$ cat src/rtl/alu_seq_if.sv
// alu_seq_if: opcode map, flag codes and the controller <-> ALU handshake bus.
//   master (controller): drives start, ALU_OpCode, A, B; reads busy, done,
//                        ALU_OUTPUT, REM, ALU_FLAGS.
//   slave  (ALU)       : the mirror image.
package alu_seq_pkg;
  localparam logic [4:0] OP_START   = 5'd0;
  localparam logic [4:0] OP_END     = 5'd1;
  localparam logic [4:0] OP_WAIT    = 5'd2;
  localparam logic [4:0] OP_ADD     = 5'd3;
  localparam logic [4:0] OP_SUB     = 5'd4;
  localparam logic [4:0] OP_MUL     = 5'd5;
  localparam logic [4:0] OP_DIV     = 5'd6;
  localparam logic [4:0] OP_CMPLT   = 5'd7;
  localparam logic [4:0] OP_CMPGT   = 5'd8;
  localparam logic [4:0] OP_CMPLE   = 5'd9;
  localparam logic [4:0] OP_CMPGE   = 5'd10;
  localparam logic [4:0] OP_CMPEQ   = 5'd11;
  localparam logic [4:0] OP_CMPNE   = 5'd12;
  localparam logic [4:0] OP_ANDB    = 5'd13;
  localparam logic [4:0] OP_ORB     = 5'd14;
  localparam logic [4:0] OP_XORB    = 5'd15;
  localparam logic [4:0] OP_NOTB    = 5'd16;
  localparam logic [4:0] OP_CPY     = 5'd17;
  localparam logic [4:0] OP_TWOCOMP = 5'd18;
  localparam logic [4:0] OP_LSLN    = 5'd19;
  localparam logic [4:0] OP_LSRN    = 5'd20;
  localparam logic [4:0] OP_LSL     = 5'd21;
  localparam logic [4:0] OP_LSR     = 5'd22;
  localparam logic [4:0] OP_ASL     = 5'd23;
  localparam logic [4:0] OP_ASR     = 5'd24;
  localparam logic [4:0] OP_RSL     = 5'd25;
  localparam logic [4:0] OP_RSR     = 5'd26;
  localparam logic [4:0] OP_MOD     = 5'd27;
  localparam logic [4:0] OP_DISPB   = 5'd28;
  localparam logic [4:0] OP_DISPH   = 5'd29;
  localparam logic [4:0] OP_LDR     = 5'd30;
  localparam logic [4:0] OP_STR     = 5'd31;

  localparam logic [2:0] FL_NONE  = 3'd0;
  localparam logic [2:0] FL_TRUE  = 3'd1;
  localparam logic [2:0] FL_FALSE = 3'd2;
  localparam logic [2:0] FL_OVF   = 3'd3;
  localparam logic [2:0] FL_NEG   = 3'd4;
  localparam logic [2:0] FL_INV   = 3'd5;
  localparam logic [2:0] FL_EVEN  = 3'd6;
  localparam logic [2:0] FL_ODD   = 3'd7;
endpackage

interface alu_seq_if #(parameter int WIDTH = 14);
  logic             start;
  logic [4:0]       ALU_OpCode;
  logic [WIDTH-1:0] A;
  logic [WIDTH-1:0] B;
  logic             busy;
  logic             done;
  logic [WIDTH-1:0] ALU_OUTPUT;
  logic [WIDTH-1:0] REM;
  logic [2:0]       ALU_FLAGS;

  modport master (output start, ALU_OpCode, A, B,
                  input  busy, done, ALU_OUTPUT, REM, ALU_FLAGS);
  modport slave  (input  start, ALU_OpCode, A, B,
                  output busy, done, ALU_OUTPUT, REM, ALU_FLAGS);
endinterface

$ cat src/rtl/alu_seq.sv
// alu_seq: multi-cycle WIDTH-bit ALU with start/busy/done handshake.
//   clk      : rising-edge clock
//   rstFlags : asynchronous active-high reset
//   bus      : alu_seq_if.slave (start/opcode/operands in; busy/done/result,
//              remainder and flag code out)
// Single-cycle ops complete on the accepting edge. MUL (shift-add) and
// DIV (restoring) take WIDTH iterations; outputs land on edge WIDTH.
module alu_seq
  import alu_seq_pkg::*;
#(
  parameter int WIDTH   = 14,
  parameter bit MUL_SAT = 1'b0
) (
  input  logic      clk,
  input  logic      rstFlags,
  alu_seq_if.slave  bus
);
  localparam int CW = $clog2(WIDTH);
  localparam logic [WIDTH-1:0] WL = WIDTH'(WIDTH);

  typedef enum logic [1:0] {S_IDLE, S_MUL, S_DIV} state_t;
  state_t state_q, state_d;

  logic [CW-1:0]        cnt_q;
  logic [2*WIDTH-1:0]   mcand_q, acc_q, acc_d;
  logic [WIDTH-1:0]     mplier_q;
  logic [WIDTH-1:0]     divq_q, divr_q, divisor_q;
  logic [WIDTH-1:0]     out_q, rem_q;
  logic [2:0]           flg_q;
  logic                 done_q, busy;

  logic [4:0]       op;
  logic [WIDTH-1:0] a, b;
  logic             last, go_mul, go_div;

  assign op     = bus.ALU_OpCode;
  assign a      = bus.A;
  assign b      = bus.B;
  assign last   = (cnt_q == CW'(WIDTH-1));
  assign go_mul = (op == OP_MUL);
  assign go_div = (op == OP_DIV) && (|b);

  // ---- FSM: state register ----
  always_ff @(posedge clk or posedge rstFlags) begin
    if (rstFlags) state_q <= S_IDLE;
    else          state_q <= state_d;
  end

  // ---- FSM: next state ----
  always_comb begin
    state_d = state_q;
    case (state_q)
      S_IDLE: if (bus.start) begin
        if (go_mul)      state_d = S_MUL;
        else if (go_div) state_d = S_DIV;
      end
      S_MUL, S_DIV: if (last) state_d = S_IDLE;
      default: state_d = S_IDLE;
    endcase
  end

  // ---- FSM: outputs ----
  always_comb busy = (state_q != S_IDLE);

  // ---- single-cycle datapath ----
  logic [WIDTH-1:0] sc_res, sc_rem;
  logic [2:0]       sc_flg;
  logic             sc_keep;  // compares leave ALU_OUTPUT/REM untouched
  logic [WIDTH:0]   sum, twos;

  always_comb begin
    sc_res  = '0;
    sc_rem  = '0;
    sc_flg  = FL_NONE;
    sc_keep = 1'b0;
    sum     = {1'b0, a} + {1'b0, b};
    twos    = {1'b0, ~a} + (WIDTH+1)'(1);
    case (op)
      OP_ADD:     begin sc_res = sum[WIDTH-1:0]; sc_flg = sum[WIDTH] ? FL_OVF : FL_NONE; end
      OP_SUB:     begin sc_res = a - b; sc_flg = (a < b) ? FL_NEG : FL_NONE; end
      OP_DIV:     begin sc_res = a; sc_flg = FL_INV; end  // only reached with B=0
      OP_CMPLT:   begin sc_keep = 1'b1; sc_flg = (a <  b) ? FL_TRUE : FL_FALSE; end
      OP_CMPGT:   begin sc_keep = 1'b1; sc_flg = (a >  b) ? FL_TRUE : FL_FALSE; end
      OP_CMPLE:   begin sc_keep = 1'b1; sc_flg = (a <= b) ? FL_TRUE : FL_FALSE; end
      OP_CMPGE:   begin sc_keep = 1'b1; sc_flg = (a >= b) ? FL_TRUE : FL_FALSE; end
      OP_CMPEQ:   begin sc_keep = 1'b1; sc_flg = (a == b) ? FL_TRUE : FL_FALSE; end
      OP_CMPNE:   begin sc_keep = 1'b1; sc_flg = (a != b) ? FL_TRUE : FL_FALSE; end
      OP_ANDB:    sc_res = a & b;
      OP_ORB:     sc_res = a | b;
      OP_XORB:    sc_res = a ^ b;
      OP_NOTB:    sc_res = ~a;
      OP_CPY:     sc_res = a;
      // carry out of ~A+1 only happens for A=0
      OP_TWOCOMP: begin sc_res = twos[WIDTH-1:0]; sc_flg = twos[WIDTH] ? FL_OVF : FL_NONE; end
      OP_LSLN:    sc_res = (b >= WL) ? '0 : (a << b);
      OP_LSRN:    sc_res = (b >= WL) ? '0 : (a >> b);
      OP_LSL,
      OP_ASL:     sc_res = {a[WIDTH-2:0], 1'b0};
      OP_LSR:     sc_res = {1'b0, a[WIDTH-1:1]};
      OP_ASR:     sc_res = {a[WIDTH-1], a[WIDTH-1:1]};
      OP_RSL:     sc_res = {a[WIDTH-2:0], a[WIDTH-1]};
      OP_RSR:     sc_res = {a[0], a[WIDTH-1:1]};
      OP_MOD:     begin sc_res = {{(WIDTH-1){1'b0}}, a[0]}; sc_flg = a[0] ? FL_ODD : FL_EVEN; end
      default:    ;  // control/IO opcodes: zero result, no flag
    endcase
  end

  // ---- iterative datapath ----
  logic             mul_ovf;
  logic [WIDTH-1:0] mul_res;
  logic [WIDTH:0]   rsh;       // WIDTH+1-bit partial remainder, never overflows
  logic [WIDTH-1:0] div_r_d, div_q_d;

  always_comb begin
    acc_d   = acc_q + (mplier_q[0] ? mcand_q : '0);
    mul_ovf = |acc_d[2*WIDTH-1:WIDTH];
    mul_res = (MUL_SAT && mul_ovf) ? '1 : acc_d[WIDTH-1:0];
    rsh     = {divr_q, divq_q[WIDTH-1]};
    div_q_d = {divq_q[WIDTH-2:0], 1'b0};
    div_r_d = rsh[WIDTH-1:0];
    if (rsh >= {1'b0, divisor_q}) begin
      div_r_d    = WIDTH'(rsh - {1'b0, divisor_q});
      div_q_d[0] = 1'b1;
    end
  end

  always_ff @(posedge clk or posedge rstFlags) begin
    if (rstFlags) begin
      cnt_q     <= '0;
      mcand_q   <= '0;
      mplier_q  <= '0;
      acc_q     <= '0;
      divq_q    <= '0;
      divr_q    <= '0;
      divisor_q <= '0;
      out_q     <= '0;
      rem_q     <= '0;
      flg_q     <= FL_NONE;
      done_q    <= 1'b0;
    end else begin
      done_q <= 1'b0;
      case (state_q)
        S_IDLE: if (bus.start) begin
          cnt_q <= '0;
          if (go_mul) begin
            mcand_q  <= {{WIDTH{1'b0}}, a};
            mplier_q <= b;
            acc_q    <= '0;
          end else if (go_div) begin
            divq_q    <= a;   // dividend shifts out as quotient shifts in
            divr_q    <= '0;
            divisor_q <= b;
          end else begin
            if (!sc_keep) begin
              out_q <= sc_res;
              rem_q <= sc_rem;
            end
            flg_q  <= sc_flg;
            done_q <= 1'b1;
          end
        end
        S_MUL: begin
          acc_q    <= acc_d;
          mcand_q  <= mcand_q << 1;
          mplier_q <= mplier_q >> 1;
          cnt_q    <= cnt_q + CW'(1);
          if (last) begin
            out_q  <= mul_res;
            rem_q  <= '0;
            flg_q  <= mul_ovf ? FL_OVF : FL_NONE;
            done_q <= 1'b1;
            cnt_q  <= '0;
          end
        end
        S_DIV: begin
          divq_q <= div_q_d;
          divr_q <= div_r_d;
          cnt_q  <= cnt_q + CW'(1);
          if (last) begin
            out_q  <= div_q_d;
            rem_q  <= div_r_d;
            flg_q  <= FL_NONE;
            done_q <= 1'b1;
            cnt_q  <= '0;
          end
        end
        default: ;
      endcase
    end
  end

  assign bus.busy       = busy;
  assign bus.done       = done_q;
  assign bus.ALU_OUTPUT = out_q;
  assign bus.REM        = rem_q;
  assign bus.ALU_FLAGS  = flg_q;
endmodule

$ cat src/flat_wrapper.sv
// flat-port wrapper written by rule: the top's interface ports become plain ports
module alu_seq_flat import alu_seq_pkg::*;
#(
  parameter int WIDTH   = 14,
  parameter bit MUL_SAT = 1'b0
)
  (clk, rstFlags, bus_start, bus_ALU_OpCode, bus_A, bus_B, bus_busy, bus_done, bus_ALU_OUTPUT, bus_REM, bus_ALU_FLAGS);
  alu_seq_if #(.WIDTH(WIDTH)) bus_i ();
  input  logic clk;
  input  logic rstFlags;
  input wire logic [$bits(bus_i.start)-1:0] bus_start;
  input wire logic [$bits(bus_i.ALU_OpCode)-1:0] bus_ALU_OpCode;
  input wire logic [$bits(bus_i.A)-1:0] bus_A;
  input wire logic [$bits(bus_i.B)-1:0] bus_B;
  output wire logic [$bits(bus_i.busy)-1:0] bus_busy;
  output wire logic [$bits(bus_i.done)-1:0] bus_done;
  output wire logic [$bits(bus_i.ALU_OUTPUT)-1:0] bus_ALU_OUTPUT;
  output wire logic [$bits(bus_i.REM)-1:0] bus_REM;
  output wire logic [$bits(bus_i.ALU_FLAGS)-1:0] bus_ALU_FLAGS;
  assign bus_i.start = bus_start;
  assign bus_i.ALU_OpCode = bus_ALU_OpCode;
  assign bus_i.A = bus_A;
  assign bus_i.B = bus_B;
  assign bus_busy = bus_i.busy;
  assign bus_done = bus_i.done;
  assign bus_ALU_OUTPUT = bus_i.ALU_OUTPUT;
  assign bus_REM = bus_i.REM;
  assign bus_ALU_FLAGS = bus_i.ALU_FLAGS;
  alu_seq #(.WIDTH(WIDTH), .MUL_SAT(MUL_SAT)) u_core (.clk(clk), .rstFlags(rstFlags), .bus(bus_i));
endmodule
$ cat config.mk
export PLATFORM = sky130hd
export DESIGN_NAME = alu_seq_flat
export DESIGN_NICKNAME = d
export VERILOG_FILES = /design/src/rtl/alu_seq_if.sv /design/src/rtl/alu_seq.sv /design/src/flat_wrapper.sv
export SDC_FILE = /design/constraint.sdc
export NUM_CORES = 1
export LEC_CHECK = 0
export CAP_MARGIN = 40
export CORE_ASPECT_RATIO = 1.4
export CORE_MARGIN = 10
export CORE_UTILIZATION = 52
export DETAILED_ROUTE_END_ITERATION = 8
export PLACE_DENSITY = 0.79
export SLEW_MARGIN = 30
export SYNTH_ARGS = -nofsm -noshare
export SYNTH_HDL_FRONTEND = slang
export SYNTH_SLANG_ARGS = --single-unit
$ cat constraint.sdc
create_clock -name clk -period 5.1 [get_ports clk]
set_input_delay 0.765 -clock clk [delete_from_list [all_inputs] [get_ports clk]]
set_output_delay 0.765 -clock clk [all_outputs]
set_load 0.02 [all_outputs]
# == Word-level counts from Yosys, hierarchy flattened ==
# Cells that the tools add are included.
# totals
regBits,150
latch_bits,0
ram_bits,0
mem_bits_ro,0
input_bits,36
output_inout_bits,33
word_cells,160
memories,0
# classes
addsub,6
multipliers,0
div,0
n_lt_le_gt_ge,6
n_eq_ne,40
shift,2
n_mux,69
bitwise_logic,5
n_reduce_logical,20
# ops
op,count
$mux 14,23
$pmux 14 s16,1
$mux 28,5
$pmux 28 s2,2
$pmux 14 s2,3
$pmux 14 s3,2
$eq 5x5->1 const B,12
$eq 5x4->1 const B,8
$pmux 3 s11,1
$add 28x28->28,1
$reduce_or 14->1,2
$sub 14x14->14,2
$mux 2,13
$eq 5x3->1 const B,4
$mux 3,6
$add 14x1->15 const B,1
$add 14x14->15,1
$ge 15x14->1,1
$and 14x14->14,1
$eq 14x14->1,1
$ge 14x14->1,1
$ge 14x4->1 const B,1
$gt 14x14->1,1
$le 14x14->1,1
33 further kinds,54

# == Longest topological paths before layout ==
# depth
word_depth,8
depth_mapped,15
depth_no_buf,13

# == Least setup slack after synthesis ==
# Ideal clock, no wire load.
# synth_timing
path_type,input-to-reg
startpoint,input bus_A[0]
endpoint,"register u_core.out_q[10], in the netlist u_core.bus.ALU_OUTPUT[10]"
setup_ns,0.133
arrival_time_ns,3.534
required_ns,4.967
slack_ns,1.432
path_stages,13
n_path_buf,1
cell_sequence,clkbuf_1 inv_1 ha_1 fa_1 nor2_4 o221ai_2 a21oi_2 a21oi_1 o21ba_2 o31a_1 a221o_1 a2111oi_0 nor2_1
# synth_via
elab_chain_cells,8
word_cells_on_any_way,14
cone_classes,3 x add/sub; 2 x shift; 8 x mux; 1 x bitwise
# synth_lines
element,line_no,source
"start, declared",flat_wrapper.sv:13,input wire logic [$bits(bus_i.A)-1:0] bus_A;
$not 14->14 (tied with other cells),alu_seq.sv:77,"twos = {1'b0, ~a} + (WIDTH+1)'(1);"
$add 14x1->15 (tied with other cells),alu_seq.sv:77,
$pmux 14 s16 (*),alu_seq.sv:78,case (op)
$mux 14 (*),alu_seq.sv:154,if (!sc_keep) begin
$mux 14 (*),alu_seq.sv:149,end else if (go_div) begin
$mux 14 (*),alu_seq.sv:145,if (go_mul) begin
$mux 14 (*),alu_seq.sv:143,S_IDLE: if (bus.start) begin
$pmux 14 s3 (*),alu_seq.sv:142,case (state_q)
"end signal, assigned",alu_seq.sv:155,out_q <= sc_res;
"end signal, assigned",alu_seq.sv:168,out_q <= mul_res;
"end signal, assigned",alu_seq.sv:180,out_q <= div_q_d;
"end, declared",alu_seq.sv:28,"logic [WIDTH-1:0] out_q, rem_q;"
# Every way passes the cells marked *; elsewhere a longest branch is shown, timed or not. The select of a mux whose other input is x is not followed.
# A chain may end at the register's enable or synchronous reset.

# == Worst setup path in the final report ==
# layout_timing
startpoint,input bus_A[10]
endpoint,"register u_core.flg_q[0], in the netlist u_core.bus.ALU_FLAGS[0]"
# layout_via
elab_chain_cells,8
word_cells_on_any_way,22
cone_classes,2 x add/sub; 4 x order compare; 2 x eq/ne; 13 x mux; 1 x bitwise
# layout_lines
element,line_no,source
$not 14->14,alu_seq.sv:77,
$add 14x1->15,alu_seq.sv:77,
$mux 2,alu_seq.sv:94,OP_TWOCOMP: begin sc_res = twos[WIDTH-1:0]; sc_flg = twos[WIDTH] ? FL_OVF : FL_NONE; end
$pmux 3 s11 (*),alu_seq.sv:78,
$mux 3 (*),alu_seq.sv:149,
$mux 3 (*),alu_seq.sv:145,
$mux 3 (*),alu_seq.sv:143,
$pmux 3 s3 (*),alu_seq.sv:142,
"end signal, assigned",alu_seq.sv:158,flg_q <= sc_flg;
"end signal, assigned",alu_seq.sv:170,flg_q <= mul_ovf ? FL_OVF : FL_NONE;
"end, declared",alu_seq.sv:29,logic [2:0] flg_q;
# Marked as above.

==> summary.txt <==
Routing
  • Initial DRT Pass Iterations: 6
  • Vias/cell: 6.63
  • Drt total wl: 49.1 mm
  • Number of nets with antenna violations after routing: 0
  • WL/cell: 23.3 um
  • Drt first-iter violations: 1546
  • Vias: 14000
  • Residual DRC count: 0

Cells and area
  • Post-Layout Cell Count: 2109
  • Antenna Diode Count: 0
  • Util after Layout: 58.9%
  • Commonest non-fill, non-tap cell in the layout: nand2_1
  • P&R area growth vs syn: 12.4%
  • Fraction of layout cells with a size suffix above 1: 8.91%
  • # nets final: 1902
  • Most frequent cells in the layout: 286 x nand2_1, 211 x o21ai_0, 150 x dfrtp_1, 117 x nor2_1, 108 x a21oi_1

Clocking
  • Worst skew pair latency: 450 ps
  • CTS buffer count: 17
  • Post-CTS Setup Repair Bufs: 0
  • Root Buffer: clkbuf_16
  • Clk sinks: 150
  • Clk slew on worst S/H paths: 70 ps
  • CTS tree: done
  • CTS resizes: 0
  • Max Root-Sink Buffers: 2
  • Max H-tree Level: 4
  • Hold buffer count at CTS: 0

Synth
  • Yosys warnings: 0
  • Yosys reg bits: 150
  • Yosys cell types: 99
  • Yosys top cell area share: 27.5%
  • Compound-cell area share of the yosys netlist: 27.3%
  • Sequential-to-total area share from yosys stat: 27.5%
  • Synth Area per Inst: 7.86 um2
  • Mux contribution to synthesized area: 7.30%
  • Number of synthesized flops with an enable pin: 0
  • Synthesized Nets: 1865
  • Largest family of logic cells by synthesized area: compound AO/OA/AOI/OAI gates
  • Area contributors post-synth: dfrtp_1 28%, ha_1 8.3%, nand2_1 7.9%, o21ai_0 7.7%, a21oi_1 4.0%
  • Adder-Cell Fraction of Synth Area: 8.84%
  • Mapped Area: 13600 um2
  • XOR/XNOR Fraction of Synth Area: 2.18%
  • Ys async rst share: 100%
  • Simple-gate share of the synthesized area: 21.1%
  • Primary FF master, synth: dfrtp_1
  • Cell count after synthesis: 1735
  • Synth area leader: dfrtp_1

Timing
  • Fin Hold WS: 472 ps
  • Max Clock Skew: 13.6 ps
  • Setup Total Neg Slack: 0 ps
  • Final Setup Violations: 0
  • Fin. Hold Viols: 0
  • Worst Tran Pin Value: 791 ps
  • Fmax: 246 MHz
  • Final Cycle Share: 79.6%
  • Fin. max-slew vios: 0
  • Slew Limit Headroom: 47.1%
  • Tmin final: 4060 ps
  • Unrepaired setup endpoints after global routing: no

Die
  • Site Rows: 70
  • Core area: 26000 um2
  • Die X: 157 um
  • Starting density of the core: 52.4%
  • Die Span Y: 212 um
  • Die ar.: 33200 um2
  • Io pins: 69

Setup path
  • Arrival time worst endpoint: 4390 ps
  • Setup crit start kind: input port
  • Worst r2r src: u_core.mplier_q[0]
  • CP max FO: 17
  • Critical path cell sequence: clkdlybuf4s50_1 > buf_4 > inv_1 > ha_1 > nor4_2 > nand2_1 > a211oi_2 > o31ai_1 > a41oi_1 > nand4_1 > a22o_1 > nor4_1 > nor2_1
  • CP required: 5430 ps
  • Reg2reg end: u_core.bus.ALU_FLAGS[0]
  • CP endpoint: u_core.bus.ALU_FLAGS[0]
  • CP peak stage delay: 500 ps
  • Top delay family on crit path: compound AO/OA/AOI/OAI gates
  • CP Launch Point: bus_A[10]
  • Worst Setup End Kind: register
  • R2R depth: 11
  • CP max-delay cell: a211oi_2
  • Flop2flop setup slack: 1500 ps
  • Critical path class: input port to register
  • Critical Path Stages: 13
  • Worst path bufs/invs: 3

Global routing
  • Vias in the first global route: 13400
  • Global route overflow: 0
  • First-pass GRT wire length: 75.4 mm
  • Global-route usage over all layers: 29.2%
  • Initial antenna violation count: 0
  • Largest net degree at the start of global routing: 78

Placement
  • Placed Cells: 2076
  • DP HPWL: 36.5 mm
  • IO buf count: 68
  • GPL Wtd Cong: 1.08

Flow run
  • Max Cap Viol: 0

Worst hold path
  • Type of the most critical hold path: register to register

Power and ir drop
  • Peak VDD IR: 0.275 mV
  • Leakage: 0.00653 uW
  • PwrDens: 315 nW/um2

Run status
  • Status: finished clean
==> layout make-up <==
class,instances,area [um2]
Fill cell,2357,10700
Multi-Input combinational cell,1397,9140
Sequential cell,150,3750
Timing Repair Buffer,126,1150
Clock buffer,17,425
Tap cell,324,405
Inverter,80,305
Clock inverter,15,159
==> Yosys cell counts, types with 8 or more instances <==
library cell,n
a21o_1,11
o31ai_1,16
nand3_1,27
nand2_1,286
a22o_1,10
inv_1,74
ha_1,90
a221oi_1,18
a221o_1,10
o21a_1,11
o22ai_1,13
nand2b_1,19
mux2i_1,50
or3_1,9
a21oi_1,108
nor2b_1,14
o21ai_0,211
clkbuf_1,75
mux2_2,12
dfrtp_1,150
nor4_1,9
nand4_1,12
a211oi_1,17
and2_1,33
and3_1,8
xnor2_1,30
a21boi_0,15
nor2_1,117
mux4_2,16
a31oi_1,13
buf_2,16
nor3_1,48
o221ai_1,8
==> worst min-delay path by stage <==
stage / start / to / cells after the start
finish: u_core.acc_q[21] / u_core.acc_q[21] / 2
global route: u_core.acc_q[21] / u_core.acc_q[21] / 2
CTS: u_core.acc_q[21] / u_core.acc_q[21] / 2
detailed placement: u_core.bus.ALU_OUTPUT[2] / u_core.bus.ALU_OUTPUT[2] / 2
global placement: u_core.bus.ALU_OUTPUT[2] / u_core.bus.ALU_OUTPUT[2] / 2
floorplan: u_core.acc_q[21] / u_core.acc_q[21] / 2
==> sequential cells by signal, indices dropped and copies added, names as in the netlist <==
register and count:
u_core.acc_q 28, u_core.bus.ALU_FLAGS 3, u_core.bus.ALU_OUTPUT 14, u_core.bus.REM 14, u_core.bus.done 1, u_core.cnt_q 4, u_core.divisor_q 14, u_core.divq_q 14
u_core.divr_q 14, u_core.mcand_q 28, u_core.mplier_q 14, u_core.state_q 2
==> routing by layer <==
metal / up-vias / GRT usage (%) / share of wire [%]
met1: 6654 / 34.8 / 38
li1: 6374 / - / -
met5: - / 0 / 0
met2: 729 / 48.3 / 48
met3: 216 / 4.87 / 7.5
met4: 0 / 17.7 / 7.0
==> per-stage QoR <==
step / worst slack [ps] / power (uW) / area [um2]
2_1_floorplan: 299 / 2810 / 13600
3_3_place_gp: 680 / 3470 / 14700
3_5_place_dp: 683 / 3510 / 14700
4_1_cts: 1150 / 4780 / 15300
5_1_grt: 822 / 5070 / 15300
6_report: 1040 / 4830 / 15300
==> where the power goes <==
| part | internal (uW) | leakage [uW] | switching (uW) |
|---|---|---|---|
| clock network | 654 | 0.000285 | 622 |
| logic | 693 | 0.00425 | 1280 |
| registers | 1420 | 0.00200 | 158 |
| total | 2760 | 0.00653 | 2070 |
==> cell families after synthesis <==
family | count (synthesis)
and+or+nand+nor | 618
AOI/OAI and AO/OA | 573
buffers and inverters | 188
DFF | 150
adders and majority gates | 94
muxes | 78
xor gates and xnor gates | 34
==> tightest hold or removal path, delay by kind of cell (launching register included) <==
kind / cells / cell delay [ps]
DFF: 1 / 350
and+or+nand+nor: 2 / 100
No activity file was read; power rests on OpenSTA's default activity.
